<file path="config.mk">
export PLATFORM = sky130hd
export DESIGN_NAME = diferential_muxpga_loader
export DESIGN_NICKNAME = d
export VERILOG_FILES = /design/src/rtl/diferential_muxpga_loader.sv
export SDC_FILE = /design/constraint.sdc
export NUM_CORES = 1
export LEC_CHECK = 0
export ABC_AREA = 1
export BUFFER_PORTS_ARGS = -buffer_cell sky130_fd_sc_hd__buf_2
export CORE_MARGIN = 3
export CORE_UTILIZATION = 50
export CTS_BUF_LIST = sky130_fd_sc_hd__clkbuf_2
export DETAILED_ROUTE_END_ITERATION = 12
export PLACE_DENSITY = 0.77
export SLEW_MARGIN = 30
export SYNTH_ARGS = -nofsm -noshare
export SYNTH_HDL_FRONTEND = slang
export SYNTH_SLANG_ARGS = --single-unit
</file>
<file path="constraint.sdc">
create_clock -name clk -period 1.3 [get_ports clk]
set_input_delay 0.26 -clock clk [delete_from_list [all_inputs] [get_ports clk]]
set_output_delay 0.26 -clock clk [all_outputs]
set_load 0.02 [all_outputs]
</file>
<file path="src/rtl/diferential_muxpga_loader.sv">
// Host-side loader for the diferential_muxpga fabric: shifts config nibbles in (old config returned as readback), then runs the fabric for run_len cycles capturing io_out.
// Shift one cycle after accept, readback/result pulse one cycle after that; backpressure via cfg_ready, low outside IDLE/LOAD/LOADED or while start/clear is asserted.
module diferential_muxpga_loader #(
  parameter int ROWS       = 5,
  parameter int COLS       = 3,
  parameter int CLR_CYCLES = 2,
  parameter int RUN_W      = 8
) (
  input  logic             clk,
  input  logic             reset,
  input  logic             clear,
  input  logic             cfg_valid,
  input  logic [3:0]       cfg_nibble,
  output logic             cfg_ready,
  input  logic             start,
  input  logic [RUN_W-1:0] run_len,
  input  logic [3:0]       run_nibble,
  output logic             fab_reset,
  output logic [3:0]       fab_nibble,
  output logic [1:0]       fab_cmd,
  input  logic [7:0]       fab_q,
  output logic             rb_valid,
  output logic [3:0]       rb_nibble,
  output logic             res_valid,
  output logic [7:0]       res_data,
  output logic             res_last,
  output logic             loaded,
  output logic             busy
);
  localparam int NIBBLES = 2 * (ROWS - 1) * COLS;
  localparam int CNT_W   = $clog2(NIBBLES + 1);
  localparam int CLR_W   = $clog2(CLR_CYCLES + 1);
  localparam int RCNT_W  = RUN_W + 1;

  localparam logic [CNT_W-1:0]  NIB_ONE  = CNT_W'(1);
  localparam logic [CNT_W-1:0]  NIB_LAST = CNT_W'(NIBBLES - 1);
  localparam logic [CLR_W-1:0]  CLR_ONE  = CLR_W'(1);
  localparam logic [CLR_W-1:0]  CLR_LAST = CLR_W'(CLR_CYCLES - 1);
  localparam logic [RCNT_W-1:0] RUN_ONE  = RCNT_W'(1);
  localparam logic [RCNT_W-1:0] RUN_MAX  = {1'b1, {RUN_W{1'b0}}};

  localparam logic [1:0] CMD_SHIFT = 2'd0;
  localparam logic [1:0] CMD_RUN   = 2'd1;
  localparam logic [1:0] CMD_HOLD  = 2'd2;

  typedef enum logic [2:0] {S_CLR, S_IDLE, S_LOAD, S_LOADED, S_RUN} state_t;

  state_t              state, state_nx;
  logic [CNT_W-1:0]    nib_cnt, nib_cnt_nx;
  logic [CLR_W-1:0]    clr_cnt, clr_cnt_nx;
  logic [RCNT_W-1:0]   run_cnt, run_cnt_nx;
  logic                loaded_nx;
  logic                accept;
  logic                run_end;

  always_comb begin
    state_nx   = state;
    nib_cnt_nx = nib_cnt;
    clr_cnt_nx = clr_cnt;
    run_cnt_nx = run_cnt;
    loaded_nx  = loaded;
    run_end    = 1'b0;
    cfg_ready  = ((state == S_IDLE) || (state == S_LOAD) || (state == S_LOADED)) && !start && !clear;
    accept     = cfg_ready && cfg_valid;

    if (clear) begin
      state_nx   = S_CLR;
      nib_cnt_nx = '0;
      clr_cnt_nx = '0;
      run_cnt_nx = '0;
      loaded_nx  = 1'b0;
    end else begin
      case (state)
        S_CLR: begin
          if (clr_cnt == CLR_LAST) begin
            state_nx   = S_IDLE;
            clr_cnt_nx = '0;
          end else begin
            clr_cnt_nx = clr_cnt + CLR_ONE;
          end
        end
        S_IDLE: begin
          if (accept) begin
            state_nx   = S_LOAD;
            nib_cnt_nx = NIB_ONE;
          end
        end
        S_LOAD: begin
          if (accept) begin
            if (nib_cnt == NIB_LAST) begin
              state_nx   = S_LOADED;
              nib_cnt_nx = '0;
              loaded_nx  = 1'b1;
            end else begin
              nib_cnt_nx = nib_cnt + NIB_ONE;
            end
          end
        end
        S_LOADED: begin
          if (start) begin
            state_nx   = S_RUN;
            run_cnt_nx = (run_len == '0) ? RUN_MAX : {1'b0, run_len};
          end else if (accept) begin
            state_nx   = S_LOAD;
            nib_cnt_nx = NIB_ONE;
            loaded_nx  = 1'b0;
          end
        end
        S_RUN: begin
          run_cnt_nx = run_cnt - RUN_ONE;
          if (run_cnt == RUN_ONE) begin
            state_nx = S_LOADED;
            run_end  = 1'b1;
          end
        end
        default: state_nx = S_CLR;
      endcase
    end
  end

  always_ff @(posedge clk or negedge reset) begin
    if (!reset) begin
      state      <= S_CLR;
      nib_cnt    <= '0;
      clr_cnt    <= '0;
      run_cnt    <= '0;
      loaded     <= 1'b0;
      fab_reset  <= 1'b1;
      fab_cmd    <= CMD_HOLD;
      fab_nibble <= 4'h0;
      rb_valid   <= 1'b0;
      rb_nibble  <= 4'h0;
      res_valid  <= 1'b0;
      res_data   <= 8'h00;
      res_last   <= 1'b0;
    end else begin
      state     <= state_nx;
      nib_cnt   <= nib_cnt_nx;
      clr_cnt   <= clr_cnt_nx;
      run_cnt   <= run_cnt_nx;
      loaded    <= loaded_nx;
      fab_reset <= (state_nx == S_CLR);

      // The fabric shifts on the edge that ends a CMD_SHIFT cycle; its old tail appears on fab_q[7:4].
      rb_valid <= (fab_cmd == CMD_SHIFT) && !clear;
      if ((fab_cmd == CMD_SHIFT) && !clear) begin
        rb_nibble <= fab_q[7:4];
      end

      res_valid <= (state == S_RUN) && !clear;
      res_last  <= run_end;
      if ((state == S_RUN) && !clear) begin
        res_data <= fab_q;
      end

      if (accept) begin
        fab_cmd    <= CMD_SHIFT;
        fab_nibble <= cfg_nibble;
      end else if (state_nx == S_RUN) begin
        fab_cmd    <= CMD_RUN;
        fab_nibble <= run_nibble;
      end else begin
        fab_cmd <= CMD_HOLD;
      end
    end
  end

  assign busy = (state == S_CLR) || (state == S_LOAD) || (state == S_RUN);

endmodule

</file>
==> results of run 1 <==
[sequential cells by signal, indices dropped and copies added (netlist names)]
signal / count
run_cnt: 9
nib_cnt: 5
fab_cmd: 2
res_valid: 1
fab_reset: 1
rb_valid: 1
rb_nibble: 4
res_last: 1
res_data: 8
loaded: 1
clr_cnt: 2
state: 3
fab_nibble: 4
[power breakdown]
part	total, uW	switching, uW	internal, uW
Combinational	1270	674	593
Sequential	1620	136	1480
Clock	775	443	332
[critical path: cells and delay by family (launching register included)]
| family | cells | cell delay (ns) |
|---|---|---|
| buffers and inverters | 4 | 0.53 |
| flip-flops | 1 | 0.48 |
| AND/OR/NAND/NOR | 6 | 0.58 |
[logic make-up (layout without fill, tap and decap cells)]
| kind of cell | after synthesis | count (layout) |
|---|---|---|
| AO/OA/AOI/OAI | 51 | 51 |
| flip-flops | 42 | 42 |
| AND/OR/NAND/NOR | 130 | 130 |
| adder cells (fa/ha/maj) | 3 | 3 |
| buffers and inverters | 44 | 156 |
[area by class of cell]
cell class,count,area [um2],area share [%]
Clock buffer,6,30.0,0.872
Multi-Input combinational cell,184,1210,35.3
Sequential cell,42,1060,30.7
Clock inverter,2,37.5,1.09
Inverter,40,175,5.09
Tap cell,50,62.6,1.82
Timing Repair Buffer,108,867,25.2
[path summary, 6_finish.rpt]
kind | start | to | slack [ns] | cells after the start
worst max-delay path | state[2] | fab_nibble[3] | -0.33 | 10
worst min-delay path | fab_q[0] | res_data[0] | 0.03 | 3
worst max register to register | state[2] | fab_nibble[3] | -0.33 | 10
worst min register to register | res_data[3] | res_data[3] | 0.51 | 2
max in group asynchronous | reset | fab_cmd[1] | 0.57 | 3
min in group asynchronous | reset | rb_nibble[2] | 0.21 | 2
[cell usage in the layout (no fill, tap or decap), drive strengths merged]
cell type,netlist,layout
o21ai,27,27
buf,4,107
dfstp,2,2
o221ai,1,1
o31ai,1,1
o211ai,2,2
a211oi,1,1
a31oi,1,1
a21oi,16,16
dlygate4sd3,0,1
nor3,4,4
clkbuf,0,6
inv,40,40
bufinv,0,1
nand3b,1,1
clkinvlp,0,1
nand2,87,87
nand3,12,12
dfrtp,40,40
nand4,2,2
ha,3,3
nor2,24,24
o22ai,2,2
[metal layers]
metal | vias to the layer above | wire, um | global-route usage, %
met5 | - | 0 | 0
met4 | 0 | 363 | 9.19
met3 | 48 | 633 | 4.71
met2 | 158 | 3520 | 40.7
met1 | 1085 | 2510 | 29.2
li1 | 1086 | - | -
[what timing repair did]
action	CTS	global route
buffers inserted	10	11
pin swaps	27	13
endpoints found under the setup margin	28	54
resized for setup	68	57
endpoints found under the hold margin	31	0
hold buffers	1	0
[stage by stage]
stage	hold WS, ns	area [um2]	std cells
after global routing	0.0354	3440	432
after detailed placement	0.165	2770	402
final	0.0269	3440	432
after global placement	0.165	2770	402
after floorplan	-0.0356	2210	270
after CTS	0.0239	3150	421
==> metrics.txt, run 1 <==
CP max-delay cell=dfrtp_1; Post-synth top cells=78 x nand2_1, 40 x dfrtp_1, 33 x inv_1, 17 x nor2_1, 16 x a21oi_1; Top Ports=54; wire per inst=around 16 um; cell taking the most area after synthesis=dfrtp_1; Area growth syn-to-layout=56.7%; async set-reset flop share out of synthesis=100%; total CTS buffers=5; yosys warns=0; Final period util=126%; Die W=slightly above 70 um; CTS tree=done; max_slew headroom=approximately four fifths; Starting Density=53.4%; # port buffers=53; failing checks=setup timing; vias in the first global route=~2.2k; Pwr Density=roughly 1100 mW/mm2; layout cells sized above 1=51.8%; htree depth=2; grt total ovfl=0; Setup Skew=roughly 0.026 ns; post-synth net total=slightly above 300; Routed WL=~7000 um; post-route antenna net violation count=0; Worst EP arrival=about 2.0 ns; initial antenna violation count=0; worst-path fanout max=5; max_cap viols=0; Synth Area in Simple Gates=roughly 28%; DRC=0; top-count cell post-synth=nand2_1; XOR/XNOR share of the synthesized area=0%; GP Congestion=a little under 1; GRT Total Usage=approximately a quarter; setup ws final=-0.334 ns; Fillers=203; top cell type's share of synthesized area=a little under half; final-report max-slew violation count=0; number of synthesized flops with an enable pin=0; Post-layout nets=about 410; CP dominant cell by count=nand2_1; outcome=finished, violations left; drt pass-1 iters=5; post-synthesis compound-gate area fraction=between 10% and 20%; mux contribution to synthesized area=0%; Hold Fails Final Rpt=0; Post-Synth Adder-Cell Area=under 10%; vias=about 2.4k; Final setup viols=40; largest net degree at the start of global routing=22; Clock transition at path regs=0.22 ns; final total power=roughly 3700 uW; Mapped Area=around 0.0022 mm2; min-delay worst type=in2reg; Worst Path Required=about 1.7 ns; synth top area cells=dfrtp_1 46%, nand2_1 13%, inv_1 5.6%; antenna cells=0; site row count=23; synthesized instance count=270; sequential-to-total area share from yosys stat=47.9%; Core Util, Final=between 80% and 90%; first-pass GRT wire length=a little under 10000 um; Iter 0 DRT Violations=214; unrepaired setup endpoints after global routing=true; setup TNS=-6.98 ns; minimum clock period=about 1.6 ns; Pleak=about 0.0018 uW; fmax=between 600 and 700 MHz; post-synth cell types=30; #FFs+latches synth=42; Critical Path, Cell by Cell=inv_2 -> nand3b_4 -> buf_4 -> buf_6 -> nor3_4 -> buf_6 -> nand2_1 -> nand2_1 -> nand2_1 -> nand2_1; Setup crit start kind=flip-flop; worst stage delay on the critical path=approximately 0.48 ns; Clock Latency Late Sink=about 0.43 ns; clk buf depth=2; Post-Syn Area per Cell=just over 8 um2; Setup WS pre-CTS=-0.236 ns; clk sink count=between 40 and 50; Worst Setup End Kind=flip-flop; dpl hpwl=4020 um; DIE HEIGHT=72.3 um; routed vias/inst=about 5.5; commonest register cell after synthesis=dfrtp_1; die area=~0.0052 mm2; Clock Tree Root=clkbuf_2; Core Footprint=between 0.004 and 0.005 mm2; VDD IR max=0.000957 V; Setup CP Type=reg2reg; combinational family with the most area after synthesis=simple AND/OR/NAND/NOR gates; worst slew pin tran=~0.3 ns
Power figures use the tool's default switching activity.
==> inputs of run 2 (changes only) <==
- CTS_CLUSTER_SIZE: not set -> 10
- HOLD_SLACK_MARGIN: not set -> 0.15
==> run 2 against run 1 <==
  * The flow still finishes with violations (setup timing)
  * Die area unchanged
  * Design area increased by 2.4%
  * Sequential power about the same
  * Highest routed layer unchanged
  * Global-route usage increased by 2.3 points
  * Critical path depth decreased by 6
  * Hold slack improved by 0.10 ns
  * Setup slack got worse by 0.025 ns
  * Non-clock buffer count increased by 14
==> metrics.txt, run 2 (synthesis gave the netlist of run 1 again) <==
outcome=finished, violations left; failing checks=setup timing; Iter 0 DRT Violations=between 200 and 300; Core Footprint=~0.0041 mm2; unrepaired setup endpoints after global routing=true; Final period util=128%; first-pass GRT wire length=around 11000 um; Worst Path Required=1.04 ns; Fillers=185; Die W=roughly 72 um; end of the worst hold path=rb_valid; worst hold start=clear; die area=around 0.0052 mm2; Post-layout nets=427; Routed WL=7690 um; drt pass-1 iters=5; dpl hpwl=roughly 4000 um; GRT Total Usage=a little over a quarter; Setup CP Type=reg2out; dpl cells=~400; VDD IR max=0.000705 V; Placement Cell Area=between 0.002 and 0.003 mm2; WHS=0.131 ns; Final setup viols=54; Clock Latency Late Sink=~0.47 ns; Largest Register=run_cnt; max_cap viols=0; Area growth syn-to-layout=60.4%; clk buf depth=2; largest net degree at the start of global routing=22; Hold Buf Count CTS=19; antenna cells=0; fmax=between 600 and 700 MHz; grt total ovfl=0; Core Util, Final=about 86%; final-report max-slew violation count=0; WHS Path Cells=3; Design Area, Final=~0.0035 mm2; reg2reg setup slack=-0.29 ns; worst r2r dst=fab_nibble[2]; site row count=23; worst slew pin tran=about 0.32 ns; Clock Tree Root=clkbuf_2; largest registers=run_cnt: 9 flops, res_data: 8 flops, nib_cnt: 5 flops; initial antenna violation count=0; Pleak=roughly 0.0018 uW; setup ws final=-0.359 ns; Setup crit start kind=flip-flop; clk sink count=42; CTS tree=done; min-delay worst type=in2reg; RR Startpoint=state[2]; total CTS buffers=5; DRC=0; wire per inst=approximately 17 um; minimum clock period=about 1.7 ns; Pwr Density=~1100 mW/mm2; Clock transition at path regs=0.25 ns; Worst EP arrival=1.40 ns; Hold Fails Final Rpt=0; final cell count without fillers=~450; max reg flops=9; most frequent cells in the layout=65 x nand2_1, 38 x dfrtp_1, 38 x buf_4, 36 x buf_2, 28 x buf_6; commonest non-fill, non-tap cell in the layout=nand2_1; Top Ports=between 50 and 60; worst-path fanout max=2; vias=2494; routed vias/inst=5.59; Worst Setup End Kind=output pin; R2R cell count=10; Setup Skew=between 0.04 and 0.05 ns; vias in the first global route=2302; Starting Density=between 50% and 60%; DIE HEIGHT=72.3 um; setup TNS=-6.43 ns; layout cells sized above 1=49.0%; max_slew headroom=between 70% and 80%; # port buffers=53; GP Congestion=0.981; post-route antenna net violation count=0; htree depth=2
-- run 2: cell types whose count changed in the layout (fill, tap and decap cells not counted), sizes merged --
cell,before,now
dlygate4sd3,1,18
buf,107,104
-- run 2: how the worst max path moves through the flow --
stage                           from            end  slack, ns  cells past startpoint
after floorplan             state[2]      fab_reset      -0.07                     10
after global placement      state[1]     run_cnt[7]      -0.09                      6
after detailed placement  run_cnt[1]  fab_nibble[0]      -0.24                     12
after CTS                   state[2]           busy      -0.29                      3
after global routing        state[2]      cfg_ready      -0.42                      4
final                       state[2]      cfg_ready      -0.36                      4
-- run 2: per-layer routing --
layer | share of wire (%) | up-vias | GRT usage (%)
met3 | 7.8 | 39 | 5.82
met4 | 4.5 | 0 | 11.1
li1 | - | 1114 | -
met1 | 37 | 1187 | 31.1
met2 | 51 | 154 | 44.9
met5 | 0 | - | 0
-- run 2: area by class of cell --
| type | count | area [um2] | area share (%) |
|---|---|---|---|
| inverters | 40 | 173 | 4.90 |
| well taps | 50 | 62.6 | 1.77 |
| clock buffers | 6 | 30.0 | 0.852 |
| multi-input cells | 184 | 1160 | 33.0 |
| flip-flops and latches | 42 | 1060 | 30.0 |
| repair buffers | 122 | 1000 | 28.4 |
| clock inverters | 2 | 37.5 | 1.06 |
-- run 2: worst max-delay path: stages (launching register included) --
cell and delay [ns]:
dfrtp_1 0.49, inv_2 0.11, nand3b_4 0.10, nor2_4 0.11, buf_6 0.12
-- run 2: per-stage QoR --
step,power [uW],worst slack [ns]
finish,3730,-0.359
global route,3870,-0.422
CTS,3370,-0.293
detailed placement,2470,-0.236
global placement,2440,-0.0928
floorplan,2100,-0.0744
-- run 2: power by group --
| group | switching (uW) | internal [uW] | total (uW) | leakage [uW] |
|---|---|---|---|---|
| registers | 136 | 1480 | 1620 | 0.000554 |
| logic | 686 | 621 | 1310 | 0.00124 |
| clock network | 473 | 332 | 804 | 0.0000392 |
-- run 2: timing repair --
action | in CTS | in global routing
endpoints found under the hold margin | 59 | 1
pin swaps | 27 | 10
buffers inserted | 10 | 9
setup endpoints to repair | 28 | 55
gates cloned | 0 | 0
resized for setup | 68 | 44
